<file path="config.mk">
export PLATFORM = sky130hd
export DESIGN_NAME = hazard_sequencer_flat
export DESIGN_NICKNAME = d
export VERILOG_FILES = /design/src/rtl/pipe_ctrl_pkg.sv /design/src/rtl/hazard_sequencer_if.sv /design/src/rtl/forward_unit.sv /design/src/rtl/hazard_sequencer.sv /design/src/flat_wrapper.sv
export SDC_FILE = /design/constraint.sdc
export NUM_CORES = 1
export LEC_CHECK = 0
export ABC_AREA = 1
export CAP_MARGIN = 25
export CORE_ASPECT_RATIO = 1.1
export CORE_MARGIN = 3
export CORE_UTILIZATION = 48
export DETAILED_ROUTE_END_ITERATION = 16
export PLACE_DENSITY = 0.81
export SKIP_LAST_GASP = 1
export SLEW_MARGIN = 20
export SYNTH_ARGS = -nofsm -noshare
export SYNTH_HDL_FRONTEND = slang
export SYNTH_HIERARCHICAL = 1
export SYNTH_SLANG_ARGS = --single-unit
export TNS_END_PERCENT = 1
</file>
<file path="constraint.sdc">
create_clock -name clk -period 2.18 [get_ports clk]
set_input_delay 0.218 -clock clk [delete_from_list [all_inputs] [get_ports clk]]
set_output_delay 0.218 -clock clk [all_outputs]
set_load 0.005 [all_outputs]
</file>
<file path="src/rtl/pipe_ctrl_pkg.sv">
// rtl/pipe_ctrl_pkg.sv - shared encodings for the pipeline control slice
package pipe_ctrl_pkg;

    typedef enum logic [1:0] {
        RUN        = 2'b00,
        LOAD_STALL = 2'b01,
        MEM_WAIT   = 2'b10
    } state_t;

    localparam logic [1:0] FWD_RF  = 2'b00;
    localparam logic [1:0] FWD_WB  = 2'b01;
    localparam logic [1:0] FWD_MEM = 2'b10;

    localparam logic [31:0] NOP_INSTR = 32'h0;

endpackage

</file>
<file path="src/rtl/hazard_sequencer_if.sv">
// rtl/hazard_sequencer_if.sv - pipeline status in, register enables/flushes/forwarding out
interface hazard_sequencer_if #(
    parameter int CNT_W = 16
);
    logic [4:0]       rs_ID;
    logic [4:0]       rt_ID;
    logic             uses_rt_ID;
    logic             jump_ID;
    logic             memRead_EX;
    logic [4:0]       dest_EX;
    logic [4:0]       rs_EX;
    logic [4:0]       rt_EX;
    logic             branch_taken_EX;
    logic             Reg_Write_MEM;
    logic [4:0]       dest_MEM;
    logic             Reg_Write_WB;
    logic [4:0]       dest_WB;
    logic             dmem_busy;

    logic             PC_write;
    logic             IFID_write;
    logic             IFID_flush;
    logic             IDEX_write;
    logic             IDEX_flush;
    logic             EXMEM_write;
    logic [1:0]       forwardA;
    logic [1:0]       forwardB;
    logic [CNT_W-1:0] stall_cnt;
    logic [CNT_W-1:0] flush_cnt;
    logic             mem_timeout;

    modport master (
        output rs_ID, rt_ID, uses_rt_ID, jump_ID, memRead_EX, dest_EX, rs_EX, rt_EX,
               branch_taken_EX, Reg_Write_MEM, dest_MEM, Reg_Write_WB, dest_WB, dmem_busy,
        input  PC_write, IFID_write, IFID_flush, IDEX_write, IDEX_flush, EXMEM_write,
               forwardA, forwardB, stall_cnt, flush_cnt, mem_timeout
    );

    modport slave (
        input  rs_ID, rt_ID, uses_rt_ID, jump_ID, memRead_EX, dest_EX, rs_EX, rt_EX,
               branch_taken_EX, Reg_Write_MEM, dest_MEM, Reg_Write_WB, dest_WB, dmem_busy,
        output PC_write, IFID_write, IFID_flush, IDEX_write, IDEX_flush, EXMEM_write,
               forwardA, forwardB, stall_cnt, flush_cnt, mem_timeout
    );

endinterface

</file>
<file path="src/rtl/forward_unit.sv">
// rtl/forward_unit.sv - EX operand forwarding select for one source register
module forward_unit
    import pipe_ctrl_pkg::*;
(
    input  logic       i_reg_write_mem,
    input  logic [4:0] i_dest_mem,
    input  logic       i_reg_write_wb,
    input  logic [4:0] i_dest_wb,
    input  logic [4:0] i_src,
    output logic [1:0] o_fwd
);

    // MEM holds the younger result, so it wins over WB
    always_comb begin
        o_fwd = FWD_RF;
        if (i_reg_write_mem && (i_dest_mem != 5'd0) && (i_dest_mem == i_src)) begin
            o_fwd = FWD_MEM;
        end else if (i_reg_write_wb && (i_dest_wb != 5'd0) && (i_dest_wb == i_src)) begin
            o_fwd = FWD_WB;
        end
    end

endmodule

</file>
<file path="src/rtl/hazard_sequencer.sv">
// rtl/hazard_sequencer.sv - load-use stall, branch/jump squash, memory freeze and forwarding
module hazard_sequencer
    import pipe_ctrl_pkg::*;
#(
    parameter int MAX_WAIT = 64,
    parameter int CNT_W    = 16
) (
    input  logic               clk,
    input  logic               rst,
    hazard_sequencer_if.slave  bus
);

    localparam int                WAIT_W   = $clog2(MAX_WAIT + 1);
    localparam logic [WAIT_W-1:0] WAIT_MAX = WAIT_W'(MAX_WAIT);

    state_t             r_state;
    logic [WAIT_W-1:0]  r_wait_cnt;
    logic [CNT_W-1:0]   r_stall_cnt;
    logic [CNT_W-1:0]   r_flush_cnt;
    logic               r_mem_timeout;

    logic               w_load_use;
    logic [WAIT_W-1:0]  w_wait_inc;
    logic               w_pc_write, w_ifid_write, w_idex_write, w_exmem_write;
    logic               w_ifid_flush, w_idex_flush;
    logic               w_stall_ev, w_flush_ev, w_stall_start;
    logic [1:0]         w_fwd_a, w_fwd_b;

    assign w_load_use = bus.memRead_EX && (bus.dest_EX != 5'd0) &&
                        ((bus.dest_EX == bus.rs_ID) ||
                         (bus.uses_rt_ID && (bus.dest_EX == bus.rt_ID)));

    assign w_wait_inc = (r_wait_cnt == WAIT_MAX) ? r_wait_cnt : r_wait_cnt + 1'b1;

    always_comb begin
        w_pc_write    = 1'b1;
        w_ifid_write  = 1'b1;
        w_idex_write  = 1'b1;
        w_exmem_write = 1'b1;
        w_ifid_flush  = 1'b0;
        w_idex_flush  = 1'b0;
        w_stall_ev    = 1'b0;
        w_flush_ev    = 1'b0;
        w_stall_start = 1'b0;
        if (rst) begin
            w_pc_write   = 1'b0;
            w_ifid_write = 1'b0;
            w_ifid_flush = 1'b1;
            w_idex_flush = 1'b1;
        end else if (bus.dmem_busy) begin
            w_pc_write    = 1'b0;
            w_ifid_write  = 1'b0;
            w_idex_write  = 1'b0;
            w_exmem_write = 1'b0;
            w_stall_ev    = 1'b1;
        end else if (bus.branch_taken_EX) begin
            w_ifid_flush = 1'b1;
            w_idex_flush = 1'b1;
            w_flush_ev   = 1'b1;
        end else if (w_load_use && (r_state != LOAD_STALL)) begin
            // In LOAD_STALL the bubble already separates load and consumer
            w_pc_write    = 1'b0;
            w_ifid_write  = 1'b0;
            w_idex_flush  = 1'b1;
            w_stall_ev    = 1'b1;
            w_stall_start = 1'b1;
        end else if (bus.jump_ID) begin
            w_ifid_flush = 1'b1;
            w_flush_ev   = 1'b1;
        end
    end

    always_ff @(posedge clk) begin
        if (rst) begin
            r_state       <= RUN;
            r_wait_cnt    <= '0;
            r_stall_cnt   <= '0;
            r_flush_cnt   <= '0;
            r_mem_timeout <= 1'b0;
        end else begin
            if (bus.dmem_busy) begin
                r_state    <= MEM_WAIT;
                r_wait_cnt <= w_wait_inc;
                if (w_wait_inc == WAIT_MAX) begin
                    r_mem_timeout <= 1'b1;
                end
            end else begin
                r_wait_cnt <= '0;
                r_state    <= w_stall_start ? LOAD_STALL : RUN;
            end
            if (w_stall_ev && !(&r_stall_cnt)) begin
                r_stall_cnt <= r_stall_cnt + 1'b1;
            end
            if (w_flush_ev && !(&r_flush_cnt)) begin
                r_flush_cnt <= r_flush_cnt + 1'b1;
            end
        end
    end

    forward_unit u_fwd_a (
        .i_reg_write_mem (bus.Reg_Write_MEM),
        .i_dest_mem      (bus.dest_MEM),
        .i_reg_write_wb  (bus.Reg_Write_WB),
        .i_dest_wb       (bus.dest_WB),
        .i_src           (bus.rs_EX),
        .o_fwd           (w_fwd_a)
    );

    forward_unit u_fwd_b (
        .i_reg_write_mem (bus.Reg_Write_MEM),
        .i_dest_mem      (bus.dest_MEM),
        .i_reg_write_wb  (bus.Reg_Write_WB),
        .i_dest_wb       (bus.dest_WB),
        .i_src           (bus.rt_EX),
        .o_fwd           (w_fwd_b)
    );

    assign bus.PC_write    = w_pc_write;
    assign bus.IFID_write  = w_ifid_write;
    assign bus.IFID_flush  = w_ifid_flush;
    assign bus.IDEX_write  = w_idex_write;
    assign bus.IDEX_flush  = w_idex_flush;
    assign bus.EXMEM_write = w_exmem_write;
    assign bus.forwardA    = rst ? FWD_RF : w_fwd_a;
    assign bus.forwardB    = rst ? FWD_RF : w_fwd_b;
    assign bus.stall_cnt   = r_stall_cnt;
    assign bus.flush_cnt   = r_flush_cnt;
    assign bus.mem_timeout = r_mem_timeout;

endmodule

</file>
<file path="src/flat_wrapper.sv">
// flat-port wrapper written by rule: the top's interface ports become plain ports
module hazard_sequencer_flat import pipe_ctrl_pkg::*;
#(
    parameter int MAX_WAIT = 64,
    parameter int CNT_W    = 16
)
  (clk, rst, bus_rs_ID, bus_rt_ID, bus_uses_rt_ID, bus_jump_ID, bus_memRead_EX, bus_dest_EX, bus_rs_EX, bus_rt_EX, bus_branch_taken_EX, bus_Reg_Write_MEM, bus_dest_MEM, bus_Reg_Write_WB, bus_dest_WB, bus_dmem_busy, bus_PC_write, bus_IFID_write, bus_IFID_flush, bus_IDEX_write, bus_IDEX_flush, bus_EXMEM_write, bus_forwardA, bus_forwardB, bus_stall_cnt, bus_flush_cnt, bus_mem_timeout);
  hazard_sequencer_if #(.CNT_W(CNT_W)) bus_i ();
  input  logic clk;
  input  logic rst;
  input wire logic [$bits(bus_i.rs_ID)-1:0] bus_rs_ID;
  input wire logic [$bits(bus_i.rt_ID)-1:0] bus_rt_ID;
  input wire logic [$bits(bus_i.uses_rt_ID)-1:0] bus_uses_rt_ID;
  input wire logic [$bits(bus_i.jump_ID)-1:0] bus_jump_ID;
  input wire logic [$bits(bus_i.memRead_EX)-1:0] bus_memRead_EX;
  input wire logic [$bits(bus_i.dest_EX)-1:0] bus_dest_EX;
  input wire logic [$bits(bus_i.rs_EX)-1:0] bus_rs_EX;
  input wire logic [$bits(bus_i.rt_EX)-1:0] bus_rt_EX;
  input wire logic [$bits(bus_i.branch_taken_EX)-1:0] bus_branch_taken_EX;
  input wire logic [$bits(bus_i.Reg_Write_MEM)-1:0] bus_Reg_Write_MEM;
  input wire logic [$bits(bus_i.dest_MEM)-1:0] bus_dest_MEM;
  input wire logic [$bits(bus_i.Reg_Write_WB)-1:0] bus_Reg_Write_WB;
  input wire logic [$bits(bus_i.dest_WB)-1:0] bus_dest_WB;
  input wire logic [$bits(bus_i.dmem_busy)-1:0] bus_dmem_busy;
  output wire logic [$bits(bus_i.PC_write)-1:0] bus_PC_write;
  output wire logic [$bits(bus_i.IFID_write)-1:0] bus_IFID_write;
  output wire logic [$bits(bus_i.IFID_flush)-1:0] bus_IFID_flush;
  output wire logic [$bits(bus_i.IDEX_write)-1:0] bus_IDEX_write;
  output wire logic [$bits(bus_i.IDEX_flush)-1:0] bus_IDEX_flush;
  output wire logic [$bits(bus_i.EXMEM_write)-1:0] bus_EXMEM_write;
  output wire logic [$bits(bus_i.forwardA)-1:0] bus_forwardA;
  output wire logic [$bits(bus_i.forwardB)-1:0] bus_forwardB;
  output wire logic [$bits(bus_i.stall_cnt)-1:0] bus_stall_cnt;
  output wire logic [$bits(bus_i.flush_cnt)-1:0] bus_flush_cnt;
  output wire logic [$bits(bus_i.mem_timeout)-1:0] bus_mem_timeout;
  assign bus_i.rs_ID = bus_rs_ID;
  assign bus_i.rt_ID = bus_rt_ID;
  assign bus_i.uses_rt_ID = bus_uses_rt_ID;
  assign bus_i.jump_ID = bus_jump_ID;
  assign bus_i.memRead_EX = bus_memRead_EX;
  assign bus_i.dest_EX = bus_dest_EX;
  assign bus_i.rs_EX = bus_rs_EX;
  assign bus_i.rt_EX = bus_rt_EX;
  assign bus_i.branch_taken_EX = bus_branch_taken_EX;
  assign bus_i.Reg_Write_MEM = bus_Reg_Write_MEM;
  assign bus_i.dest_MEM = bus_dest_MEM;
  assign bus_i.Reg_Write_WB = bus_Reg_Write_WB;
  assign bus_i.dest_WB = bus_dest_WB;
  assign bus_i.dmem_busy = bus_dmem_busy;
  assign bus_PC_write = bus_i.PC_write;
  assign bus_IFID_write = bus_i.IFID_write;
  assign bus_IFID_flush = bus_i.IFID_flush;
  assign bus_IDEX_write = bus_i.IDEX_write;
  assign bus_IDEX_flush = bus_i.IDEX_flush;
  assign bus_EXMEM_write = bus_i.EXMEM_write;
  assign bus_forwardA = bus_i.forwardA;
  assign bus_forwardB = bus_i.forwardB;
  assign bus_stall_cnt = bus_i.stall_cnt;
  assign bus_flush_cnt = bus_i.flush_cnt;
  assign bus_mem_timeout = bus_i.mem_timeout;
  hazard_sequencer #(.MAX_WAIT(MAX_WAIT), .CNT_W(CNT_W)) u_core (.clk(clk), .rst(rst), .bus(bus_i));
endmodule
</file>
# After elaboration in Yosys (flattened, before gate mapping)
# Index checks and enable logic that the tools add are counted.
dict set report totals {
  out_inout_bits 43
  inputBits 44
  regBits 42
}
dict set report op_classes {
  addsub 3
  reduce_logical 23
  eq_ne 9
  muxes 30
  n_bitwise 1
}
# cell count
set ops {}
lappend ops {{adder 16 x 1 -> 16 bit (second input constant)} 2}
lappend ops {{AND reduction 16 bit} 2}
lappend ops {{equality test 5 bit} 6}
lappend ops {{2-to-1 mux 1 bit} 24}
lappend ops {{nonzero test 5 bit} 3}
lappend ops {{equality test 7 bit (second input constant)} 2}
lappend ops {{logical AND 1 bit} 12}
lappend ops {{2-to-1 mux 2 bit} 5}
lappend ops {{adder 7 x 1 -> 7 bit (second input constant)} 1}
lappend ops {{2-to-1 mux 7 bit} 1}
lappend ops {{OR reduction 2 bit} 2}
lappend ops {{logical NOT 1 bit} 2}
lappend ops {{!= test 2 x 1 -> 1 bit (second input constant)} 1}
lappend ops {{AND reduction 2 bit} 1}
lappend ops {{logical OR 1 bit} 1}
lappend ops {{NOT 1 bit} 1}

# Depth between registers and ports, before layout
# Gate-level depths: netlist of the first run.
dict set report depth {
  ltp_word 11
  mapped_depth 13
  depth_no_buf 12
}

# Cells and area by module
# Netlist of the first run, hierarchy kept.
# mod seq_area_each_um2 cells_per_inst area_each_um2 n_inst
set modules_own_cells {}
lappend modules_own_cells {hazard_sequencer 840.8 399 2565.0 1}
lappend modules_own_cells {forward_unit 0.0 50 214.0 2}

# Worst setup path after synthesis of the first run
# No wires, ideal clock.
dict set report synth_path {
  kind {flip-flop to flip-flop}
  from {register u_core.r_stall_cnt[0], in the netlist u_core/bus.stall_cnt[0]}
  to {register u_core.r_stall_cnt[7], in the netlist u_core/bus.stall_cnt[7]}
  path_stages_with_launch 14
  path_slack_ns 0.414
  period_less_slack_ns 1.766
  t_arrival_ns 1.633
  setup_ns 0.132
  path_cell_list {dfxtp_1 > ha_1 > nand2_2 > nor3_4 > nand2_2 > nor2_2 > nand2_1 > nand2_1 > inv_2 > nand2_4 > inv_2 > buf_6 > nand2_1 > a21oi_1}
}
dict set report synth_via {
  elab_chain_cells 3
  word_cells_on_any_way 4
  classes_between {add/sub: 1; reduce/logical: 3}
}
# element line_no
set synth_rtl {}
lappend synth_rtl {{from (decl)} hazard_sequencer.sv:18} ;# logic [CNT_W-1:0] r_stall_cnt;
lappend synth_rtl {{from (signal assigned)} hazard_sequencer.sv:92} ;# r_stall_cnt <= r_stall_cnt + 1'b1;
lappend synth_rtl {{branches (longest 3 deep; another with adder 16 x 1 -> 16 bit)} --}
# Parallel ways; which one is timed is not known.
# A chain may end at the register's enable or synchronous reset.

# Worst setup path in the final report of the first run
dict set report layout_path {
  from {input port bus_dest_MEM[3]}
  to {output port bus_forwardA[1]}
}
dict set report layout_via {
  elab_chain_cells 5
  word_cells_on_any_way 6
  classes_between {eq/ne: 1; mux: 2; reduce/logical: 3}
}
# element line_no
set layout_rtl {}
lappend layout_rtl {{from (decl)} flat_wrapper.sv:21} ;# input wire logic [$bits(bus_i.dest_MEM)-1:0] bus_dest_MEM;
lappend layout_rtl {{nonzero test 5 bit} forward_unit.sv:16} ;# if (i_reg_write_mem && (i_dest_mem != 5'd0) && (i_dest_mem == i_src)) begin
lappend layout_rtl {{logical AND 1 bit} forward_unit.sv:16}
lappend layout_rtl {{logical AND 1 bit *} forward_unit.sv:16}
lappend layout_rtl {{2-to-1 mux 2 bit *} forward_unit.sv:16}
lappend layout_rtl {{via u_core.w_fwd_a[1]} hazard_sequencer.sv:27} ;# logic [1:0] w_fwd_a, w_fwd_b;
lappend layout_rtl {{2-to-1 mux 2 bit *} hazard_sequencer.sv:124} ;# assign bus.forwardA = rst ? FWD_RF : w_fwd_a;
lappend layout_rtl {{to (decl)} flat_wrapper.sv:31} ;# output wire logic [$bits(bus_i.forwardA)-1:0] bus_forwardA;
# The timed path passes the listed nets; every way through them passes the cells marked *.

==> results of run 1 <==
[worst min-delay path by stage]
stage / start / end / slack, ps / cells after the start
floorplan: bus_dmem_busy / u_core/r_state[0]$_SDFF_PP0_ / 290 / 1
global placement: u_core/bus.mem_timeout$_SDFFE_PP0P_ / u_core/bus.mem_timeout$_SDFFE_PP0P_ / 440 / 2
detailed placement: u_core/bus.mem_timeout$_SDFFE_PP0P_ / u_core/bus.mem_timeout$_SDFFE_PP0P_ / 470 / 2
CTS: u_core/bus.mem_timeout$_SDFFE_PP0P_ / u_core/bus.mem_timeout$_SDFFE_PP0P_ / 480 / 2
global route: u_core/bus.mem_timeout$_SDFFE_PP0P_ / u_core/bus.mem_timeout$_SDFFE_PP0P_ / 510 / 2
finish: u_core/bus.mem_timeout$_SDFFE_PP0P_ / u_core/bus.mem_timeout$_SDFFE_PP0P_ / 470 / 2
[sequential cells by signal (all words and copies together) (netlist names)]
signal,count
u_core/bus.flush_cnt,16
u_core/bus.stall_cnt,16
u_core/r_wait_cnt,7
u_core/r_state,2
u_core/bus.mem_timeout,1
[critical path, stage by stage]
cell,delay [ps]
sky130_fd_sc_hd__clkdlybuf4s50_1,560
sky130_fd_sc_hd__inv_1,80
sky130_fd_sc_hd__nand2_1,60
sky130_fd_sc_hd__nand2_1,50
sky130_fd_sc_hd__nor2_1,110
sky130_fd_sc_hd__nand3_1,90
sky130_fd_sc_hd__nor2_2,130
sky130_fd_sc_hd__inv_1,50
sky130_fd_sc_hd__nor2_1,100
sky130_fd_sc_hd__clkdlybuf4s50_1,520
[cell usage in the layout, fill, tap and decap left out, types with 3 or more instances in the layout]
cell	synthesis	final
sky130_fd_sc_hd__nand2_1	160	159
sky130_fd_sc_hd__clkdlybuf4s50_1	0	80
sky130_fd_sc_hd__inv_1	70	70
sky130_fd_sc_hd__nor2_1	65	65
sky130_fd_sc_hd__dfxtp_1	42	42
sky130_fd_sc_hd__nand3_1	31	31
sky130_fd_sc_hd__a21oi_1	28	28
sky130_fd_sc_hd__xor2_1	20	20
sky130_fd_sc_hd__o21ai_0	11	11
sky130_fd_sc_hd__nor3_1	11	11
sky130_fd_sc_hd__xnor2_1	10	10
sky130_fd_sc_hd__buf_4	4	9
sky130_fd_sc_hd__inv_2	8	8
sky130_fd_sc_hd__nand4_1	6	6
sky130_fd_sc_hd__clkbuf_8	0	5
sky130_fd_sc_hd__dlygate4sd2_1	0	5
sky130_fd_sc_hd__nand2_2	4	5
sky130_fd_sc_hd__nor2_2	5	5
sky130_fd_sc_hd__ha_1	4	4
sky130_fd_sc_hd__a21oi_2	3	3
[area by class of cell]
cell class	count	share of cell area, %
Inverter	79	7.306
Multi-Input combinational cell	368	44.02
Tap cell	77	2.374
Clock buffer	5	1.695
Clock inverter	3	0.6165
Timing Repair Buffer	96	23.27
Sequential cell	42	20.72
[layer usage]
metal / GRT usage, % / vias up
met5: 0 / -
met3: 5.295 / 6
li1: - / 1718
met1: 26.64 / 1407
met4: 6.298 / 0
met2: 38.37 / 86
[what timing repair did]
item / 4_1_cts / 5_1_grt
buffers inserted: 0 / 0
setup endpoints to repair: 1 / 12
gates resized for setup: 7 / 1
[metrics by stage]
step | setup TNS (ps) | worst slack, ps | cells | area, µm² | hold slack (ps)
final | -8.632 | -8.632 | 670 | 4059 | 473.7
after global routing | -725.7 | -155.5 | 670 | 4059 | 505.3
after CTS | 0 | 10.76 | 670 | 4056 | 476.8
after detailed placement | -1355 | -130.8 | 662 | 3959 | 465.7
after global placement | -445.7 | -41.43 | 662 | 3959 | 437.6
after floorplan | 0 | 414.3 | 499 | 2993 | 294.8
[cell families after synthesis]
| family | share of synthesized area [%] |
|---|---|
| AOI/OAI and AO/OA | 8.236 |
| buffers and inverters | 12.54 |
| xor gates and xnor gates | 8.779 |
| and+or+nand+nor | 40.68 |
| DFF | 28.09 |
| adders and majority gates | 1.672 |
[power groups by stage]
stage / registers, mW / logic (mW) / clock network, mW
after detailed placement: 0.799 / 0.300 / 0
after CTS: 0.781 / 0.300 / 0.545
after floorplan: 0.799 / 0.146 / 0
final: 0.781 / 0.300 / 0.529
after global placement: 0.799 / 0.295 / 0
after global routing: 0.783 / 0.336 / 0.574
==> results, run 1 <==
- 87 I/O pins were placed.
- The cell count after synthesis came out at 499.
- The number of buffers created by CTS is 5.
- The part of the power in registers is 48.5%.
- The number of clock sinks seen by CTS is 42.
- The worst flop-to-flop path endpoint is u_core/bus.stall_cnt[7]$_SDFFE_PP0P_.
- The largest area contributor in the netlist is sky130_fd_sc_hd__dfxtp_1.
- After clock tree synthesis, the clock-pin slew on the worst setup and hold paths is 80 ps.
- The final setup skew is 14.24 ps.
- In this run the power spent charging and discharging nets is about 0.46 mW.
- The antenna diode count is 0.
- Wire segments on met3 add up to 524 µm in the final route.
- In the final routed layout, each cell accounts on average for 11.28 µm.
- The average footprint of a synthesized cell is 5.998 µm².
- The number of input and output port buffers inserted is 86.
- Counting every net in the synthesized netlist gives approximately 550.
- The largest voltage drop on the vdd net is 0.0003852 V.
- The type of the worst min-delay path is reg -> reg.
- The setup path with the least slack is of type in -> out.
- The count of standard-cell rows is 29.
- The routed length on met2 is 3517 µm.
- In the final routing, the length of wire on met1 measures about 3400 µm.
- Data arrives at the worst endpoint at 1970 ps.
- The maximum number of pins on one net before global-route repair is 25.
- The combinational fraction of design power is approximately a fifth.
- After clock tree synthesis, the flow added hold-fix buffers numbering 0.
- The layout cell share with drive strength beyond 1 is 7.420%.
- Subtracting the final worst setup slack from the clock period gives between 2000 and 2500 ps.
- The internal power summed over all cells is 1.155 mW.
- Across the run, the number of max-cap violations was 0.
- In this run the register-to-register setup slack is 190 ps.
- The share of synthesized flip-flops with an asynchronous set or reset is 0%.
- In the synthesized netlist, the cells that appear most often are sky130_fd_sc_hd__nand2_1 (160), sky130_fd_sc_hd__inv_1 (70), sky130_fd_sc_hd__nor2_1 (65).
- The areal power density over the cells is roughly 400 nW/µm².
- The vias per cell is 4.801.
- The actual transition at the worst max-transition pin is 792.5 ps.
- STA classifies the critical path endpoint as an output port.
- In this run the worst setup path terminates at bus_forwardA[1].
- The first-pass iteration count of the detailed router is 4.
- The tightest slew margin relative to the limit is 46.97%.
- For this run, the register share of the synthesized area comes to 28.09%.
- Of the available clock period, the critical path in the final layout requires 100.4%.
- The count of cell types in the netlist is 30.
- Global routing consumed, over all layers together, between 20% and 30% of the routing resources.
- The count of final setup violators is 1.
- Summed over all layers, the global routing overflow is 0.
- The wire length of the first global-routing pass is 12770 µm.
- The die boundary height is 88.82 µm.
- In the routed design, unresolved DRC markers number 0.
- The number of global-route vias before repair is 3068.
- TritonCTS built the clock tree.
- The HPWL after detailed placement is 5803 µm.
- In this run, synthesis produced a sequential element count of 42.
- The count of nets left with antenna violations after detail routing is 0.
- The Yosys step of the flow raised 6 warnings.
- The area growth from synthesis to final layout is 35.62%.
- The startpoint of the worst setup timing path is bus_dest_MEM[3].
- Counting the fill cells in the layout gives 537.
- The master cell of the clock root buffer is sky130_fd_sc_hd__clkbuf_8.
- The last weighted congestion value of the routability-driven placer is 0.8435.
- Power comes to 1.610 mW.
- The cell area after synthesis is 2993 µm².
- Setup repair after global routing could not meet its margin everywhere.
- The leakage power is 1.752 nW.
- The initial cell density of the core is 50.60%.
- The count of pins over their slew limit is 0.
- The detailed-route wire length is 7556 µm.
- The initial antenna violation count is 0.
- The total die area is ~7200 µm².
- The clock tree synthesis step divided the H-tree into 2 levels.
- The number of enable-type register cells in the synthesized netlist is 0.
- The number of nets in the final layout is 640.
- STA classifies the critical path startpoint as an input port.
- The final hold violation count is 0.
- The sequential standard cell area is 840.8 µm².
- The core outline area is approximately 5900 µm².
- The peak clock frequency supported by timing is around 460 MHz.
- sky130_fd_sc_hd__nand2_1 is the most common cell in the netlist.
- The width of the die is 81.29 µm.
- The clock insertion delay at the later pin of the skew report is 300 ps.
- The area share of the largest cell type after synthesis is 28.09%.
- For the worst flop-to-flop path, the logic depth is 12.
- The flow ran to the end, but the final reports show violations.
- Across all setup checks in the final design, the least slack found is -8.632 ps.
- Of the total power, the clock network draws 32.8%.
- Summing all multi-input logic gate instances after layout gives 1787 µm².
- Net switching is 28.30% of the power.
- The total vias in the final route is 3217.
- The data required time of the worst path is 1960 ps.
- The top flip-flop cell by instance count after synthesis is sky130_fd_sc_hd__dfxtp_1.
- The core occupancy in the finished layout is 68.63%.
- No sink is reached through more buffers than the 2 on the longest clock path.
- By area the synthesized netlist is led by sky130_fd_sc_hd__dfxtp_1 (28%), sky130_fd_sc_hd__nand2_1 (20%), sky130_fd_sc_hd__inv_1 (8.8%).
- The final reports fail on negative setup slack.
- The startpoint identified for the worst register-to-register timing path is u_core/bus.stall_cnt[1]$_SDFFE_PP0P_.
- The detailed router finished its first iteration with 171 violations.
- The highest routed metal layer is met4.
- The critical-path maximum fanout is 4.
(Power assumes the default switching activity.)
==> inputs of run 2 (changes only) <==
--- a/config.mk
+++ b/config.mk
@@ -8,10 +8,10 @@
 export ABC_AREA = 1
 export CAP_MARGIN = 25
 export CORE_ASPECT_RATIO = 1.1
-export CORE_MARGIN = 3
-export CORE_UTILIZATION = 48
+export CORE_UTILIZATION = 64
 export DETAILED_ROUTE_END_ITERATION = 16
-export PLACE_DENSITY = 0.81
+export DONT_BUFFER_PORTS = 1
+export PLACE_DENSITY = 0.8
 export SKIP_LAST_GASP = 1
 export SLEW_MARGIN = 20
 export SYNTH_ARGS = -nofsm -noshare
==> run 2 against run 1 <==
Compared with the run above:
- the run now ends clean
- critical path depth is 2 higher
- first-iteration DRC count down 5.8%
- clock power is 4.2% lower
- setup slack better by 180 ps
- die area shrank 31%
- global-route usage rose by 6.2 points
- largest cell class unchanged
- final cell count decreased by 17%
- sequential power is essentially flat
- largest power group unchanged
- critical endpoint is now u_core/bus.stall_cnt[10]$_SDFFE_PP0P_
- register-to-register slack worse by 20 ps
- wire length decreased by 11%
- clock-buffer cell count is the same
==> results, run 2 (synthesized netlist as in run 1, its figures left out) <==
- The run finished with clean final reports.
- The starting DRC count in detailed routing is 161 (-5.8%).
- The final hold violation count is 0 (unchanged).
- The HPWL after detailed placement is 4998 µm (-14%).
- The post-route DRC violation count is 0 (unchanged).
- The largest stage delay on the critical path came to 420 ps (-140 ps).
- The die boundary height was 73.72 µm (-17%).
- The clock insertion delay at the later pin of the skew report is 300 ps (about the same).
- The summed negative setup slack over all endpoints is 0 ps (+8.632 ps).
- The combinational fraction of design power is 12.0% (-6.7 points).
- The critical-path maximum fanout is 16 (+12).
- The last weighted congestion value of the routability-driven placer is 0.8245 (-2.3%).
- The number of input and output port buffers inserted is 0 (-100%).
- The cell with the biggest individual delay on the critical path is sky130_fd_sc_hd__dfxtp_1.
- The routed wirelength normalized by instance count is 12.06 µm (+7.0%).
- The cell seen most often among critical-path stages is sky130_fd_sc_hd__nand2_1.
- The number of global-route vias before repair is 2712 (-12%).
- The startpoint type of the worst setup path is a flop.
- The number of instances resized during post-cts repair was 0 (-7).
- The actual transition at the worst max-transition pin is 776.6 ps (-15.90 ps).
- The worst hold path belongs to the class in -> reg.
- The number of buffers between clock root and the deepest sink came to 2 (unchanged).
- The worst setup path is captured at a flop.
- The largest voltage drop on the vdd net was 0.0002702 V (-30%).
- The count of final setup violators was 0 (-1).
- The core outline area is 4379 µm² (-26%).
- The H-tree depth is 2 (unchanged).
- The number of buffers and inverters on the critical path is 2 (-2).
- The count of nets left with antenna violations after detail routing is 0 (unchanged).
- Tracing the worst setup path back leads to its startpoint at u_core/bus.stall_cnt[1]$_SDFFE_PP0P_.
- The part of the power in registers is 53.4% (+4.9 points).
- The critical path class is reg -> reg.
- The number of max-cap violations is 0 (unchanged).
- The net switching power figure is 0.4009 mW (-12%).
- The number of clock sinks seen by CTS was 42 (unchanged).
- The layout cell share with drive strength beyond 1 is 7.356% (-0.064 points).
- The number of buffers created by CTS was 5 (unchanged).
- The internal power summed over all cells is 1.063 mW (-7.9%).
- The top cell family by delay on the critical path is simple AND/OR/NAND/NOR gates.
- The I/O pin count is 87 (unchanged).
- The vias per cell was 5.327 (+11%).
- The count of cell instances traversed by the critical path came to 12 (+2).
- The tightest slew margin relative to the limit was 48.04% (+1.1 points).
- The minimum clock period came to 2010 ps (-179.0 ps).
- The peak clock frequency supported by timing is 497.6 MHz (+8.9%).
- The total vias in the final route was 2967 (-7.8%).
- The data required time of the worst path is 2380 ps (+420 ps).
- The areal power density over the cells was 467.1 nW/µm² (+18%).
- The global router's overall resource usage is 28.14% (+6.2 points).
- The slack of the worst reg-to-reg path is 170 ps (-20 ps).
- The library cells used most frequently in the layout, excluding fill and tap cells, are sky130_fd_sc_hd__nand2_1 (160), sky130_fd_sc_hd__inv_1 (70), sky130_fd_sc_hd__nor2_1 (65), sky130_fd_sc_hd__dfxtp_1 (42), sky130_fd_sc_hd__nand3_1 (31).
- The worst reg2reg path startpoint is u_core/bus.stall_cnt[1]$_SDFFE_PP0P_.
- The switching share of power is 27.39% (-0.91 points).
- TritonCTS built the clock tree.
- Setup repair after global routing left no endpoint under its margin.
- The wire length of the first global-routing pass is 10860 µm (-15%).
- The number of nets in the final layout was 550 (-14%).
- The worst setup path endpoint is u_core/bus.stall_cnt[10]$_SDFFE_PP0P_.
- The relative contribution of the clock network to total power is 34.7% (+1.9 points).
- The smallest setup slack after layout is 170.4 ps (+179.0 ps).
- The initial antenna violation count was 0 (unchanged).
- The antenna diode count is 0 (unchanged).
- Relative to the synthesized area, the layout overhead comes to 4.724%.
- The final critical-path share of the clock period is 92.18% (-8.2 points).
- The total die area came to 4954 µm² (-31%).
- The final setup skew came to 12.15 ps (-2.081 ps).
- The width of the die is 67.20 µm (-17%).
- The first-pass iteration count of the detailed router came to 4 (unchanged).
- The depth of the most critical reg-to-reg path is 12 (unchanged).
- Clock tree synthesis selected as its root buffer the cell sky130_fd_sc_hd__clkbuf_8.
- The count of standard-cell rows is 25 (-14%).
- The CTS clock-pin slew for the worst setup and hold paths is 90 ps (about the same).
- The most common cell after layout, fill and taps aside is sky130_fd_sc_hd__nand2_1.
- The post-placement setup slack is 215.4 ps (+346.1 ps).
- The worst register-to-register path ends at u_core/bus.stall_cnt[10]$_SDFFE_PP0P_.
- The data arrival time at the worst-slack endpoint is 2210 ps (+240 ps).
- The remaining global-route overflow is 0 (unchanged).
- The maximum number of pins on one net before global-route repair is 29 (+16%).
- The initial cell density of the core was 68.34% (+18 points).
- The critical path goes through ha_1 -> nand2_2 -> nor3_4 -> nand2_2 -> nor2_2 -> nand2_1 -> nand2_1 -> inv_2 -> nand2_4 -> inv_2 -> nand2_1 -> a21oi_2.
- The leakage power is 1.402 nW (-20%).
- The detailed-route wire length was 6719 µm (-11%).
- The count of pins over their slew limit came to 0 (unchanged).
-- run 2: changes by cell type in the layout (fill, tap and decap cells not counted) --
cell / before / now
sky130_fd_sc_hd__dlymetal6s2s_1: 1 / 0
sky130_fd_sc_hd__dlygate4sd3_1: 0 / 2
sky130_fd_sc_hd__nand3_2: 0 / 1
sky130_fd_sc_hd__clkinv_2: 0 / 1
sky130_fd_sc_hd__nand2_2: 5 / 4
sky130_fd_sc_hd__buf_4: 9 / 3
sky130_fd_sc_hd__inv_6: 1 / 0
sky130_fd_sc_hd__dlygate4sd2_1: 5 / 0
sky130_fd_sc_hd__nand3_4: 1 / 0
sky130_fd_sc_hd__clkdlybuf4s50_1: 80 / 0
sky130_fd_sc_hd__nand2_1: 159 / 160
-- run 2: layer usage --
| metal | track usage [%] | vias to the layer above | share of wire [%] |
|---|---|---|---|
| met5 | 0 | - | 0 |
| met4 | 8.038 | 0 | 1.2 |
| met3 | 8.385 | 8 | 7.8 |
| met2 | 50.00 | 90 | 48 |
| met1 | 31.92 | 1336 | 42 |
| li1 | - | 1533 | - |
-- run 2: power groups by stage --
stage	registers, mW	clock network (mW)	logic, mW
after floorplan	0.799	0	0.146
after global placement	0.799	0	0.153
after detailed placement	0.800	0	0.157
after CTS	0.781	0.521	0.175
after global routing	0.783	0.543	0.198
final	0.781	0.507	0.175
-- run 2: area by class of cell --
type                    count  area, µm²
repair buffers              6      62.56
multi-input cells         368       1777
flip-flops and latches     42      840.8
clock inverters             3      21.27
well taps                  54      67.56
inverters                  79      296.5
clock buffers               5      68.82
fillers                   403       1245
-- run 2: stage by stage --
step	total power, mW	std cells	util [%]	hold WS [ps]	instance area, µm²
floorplan	0.9456	499	-	294.8	2993
global placement	0.9523	546	68.60	287.5	3004
detailed placement	0.9569	546	68.60	289.2	3004
CTS	1.477	557	71.57	124.7	3134
global route	1.524	557	71.57	134.7	3134
finish	1.464	557	71.57	128.4	3134
-- run 2: worst min-delay path by stage --
stage,start,to,depth (start not counted)
after global routing,bus_dmem_busy,u_core/r_state[1]$_SDFF_PP0_,2
after global placement,rst,u_core/bus.stall_cnt[10]$_SDFFE_PP0P_,1
after detailed placement,rst,u_core/bus.stall_cnt[15]$_SDFFE_PP0P_,1
final,bus_dmem_busy,u_core/r_state[1]$_SDFF_PP0_,2
after floorplan,bus_dmem_busy,u_core/r_state[0]$_SDFF_PP0_,1
after CTS,bus_dmem_busy,u_core/r_state[1]$_SDFF_PP0_,2
-- run 2: repair_timing --
| action | in CTS | in global routing |
|---|---|---|
| hold buffers | 3 | 0 |
| setup buffers | 0 | 0 |
| endpoints found under the setup margin | 0 | 0 |
| hold endpoints to repair | 28 | 0 |
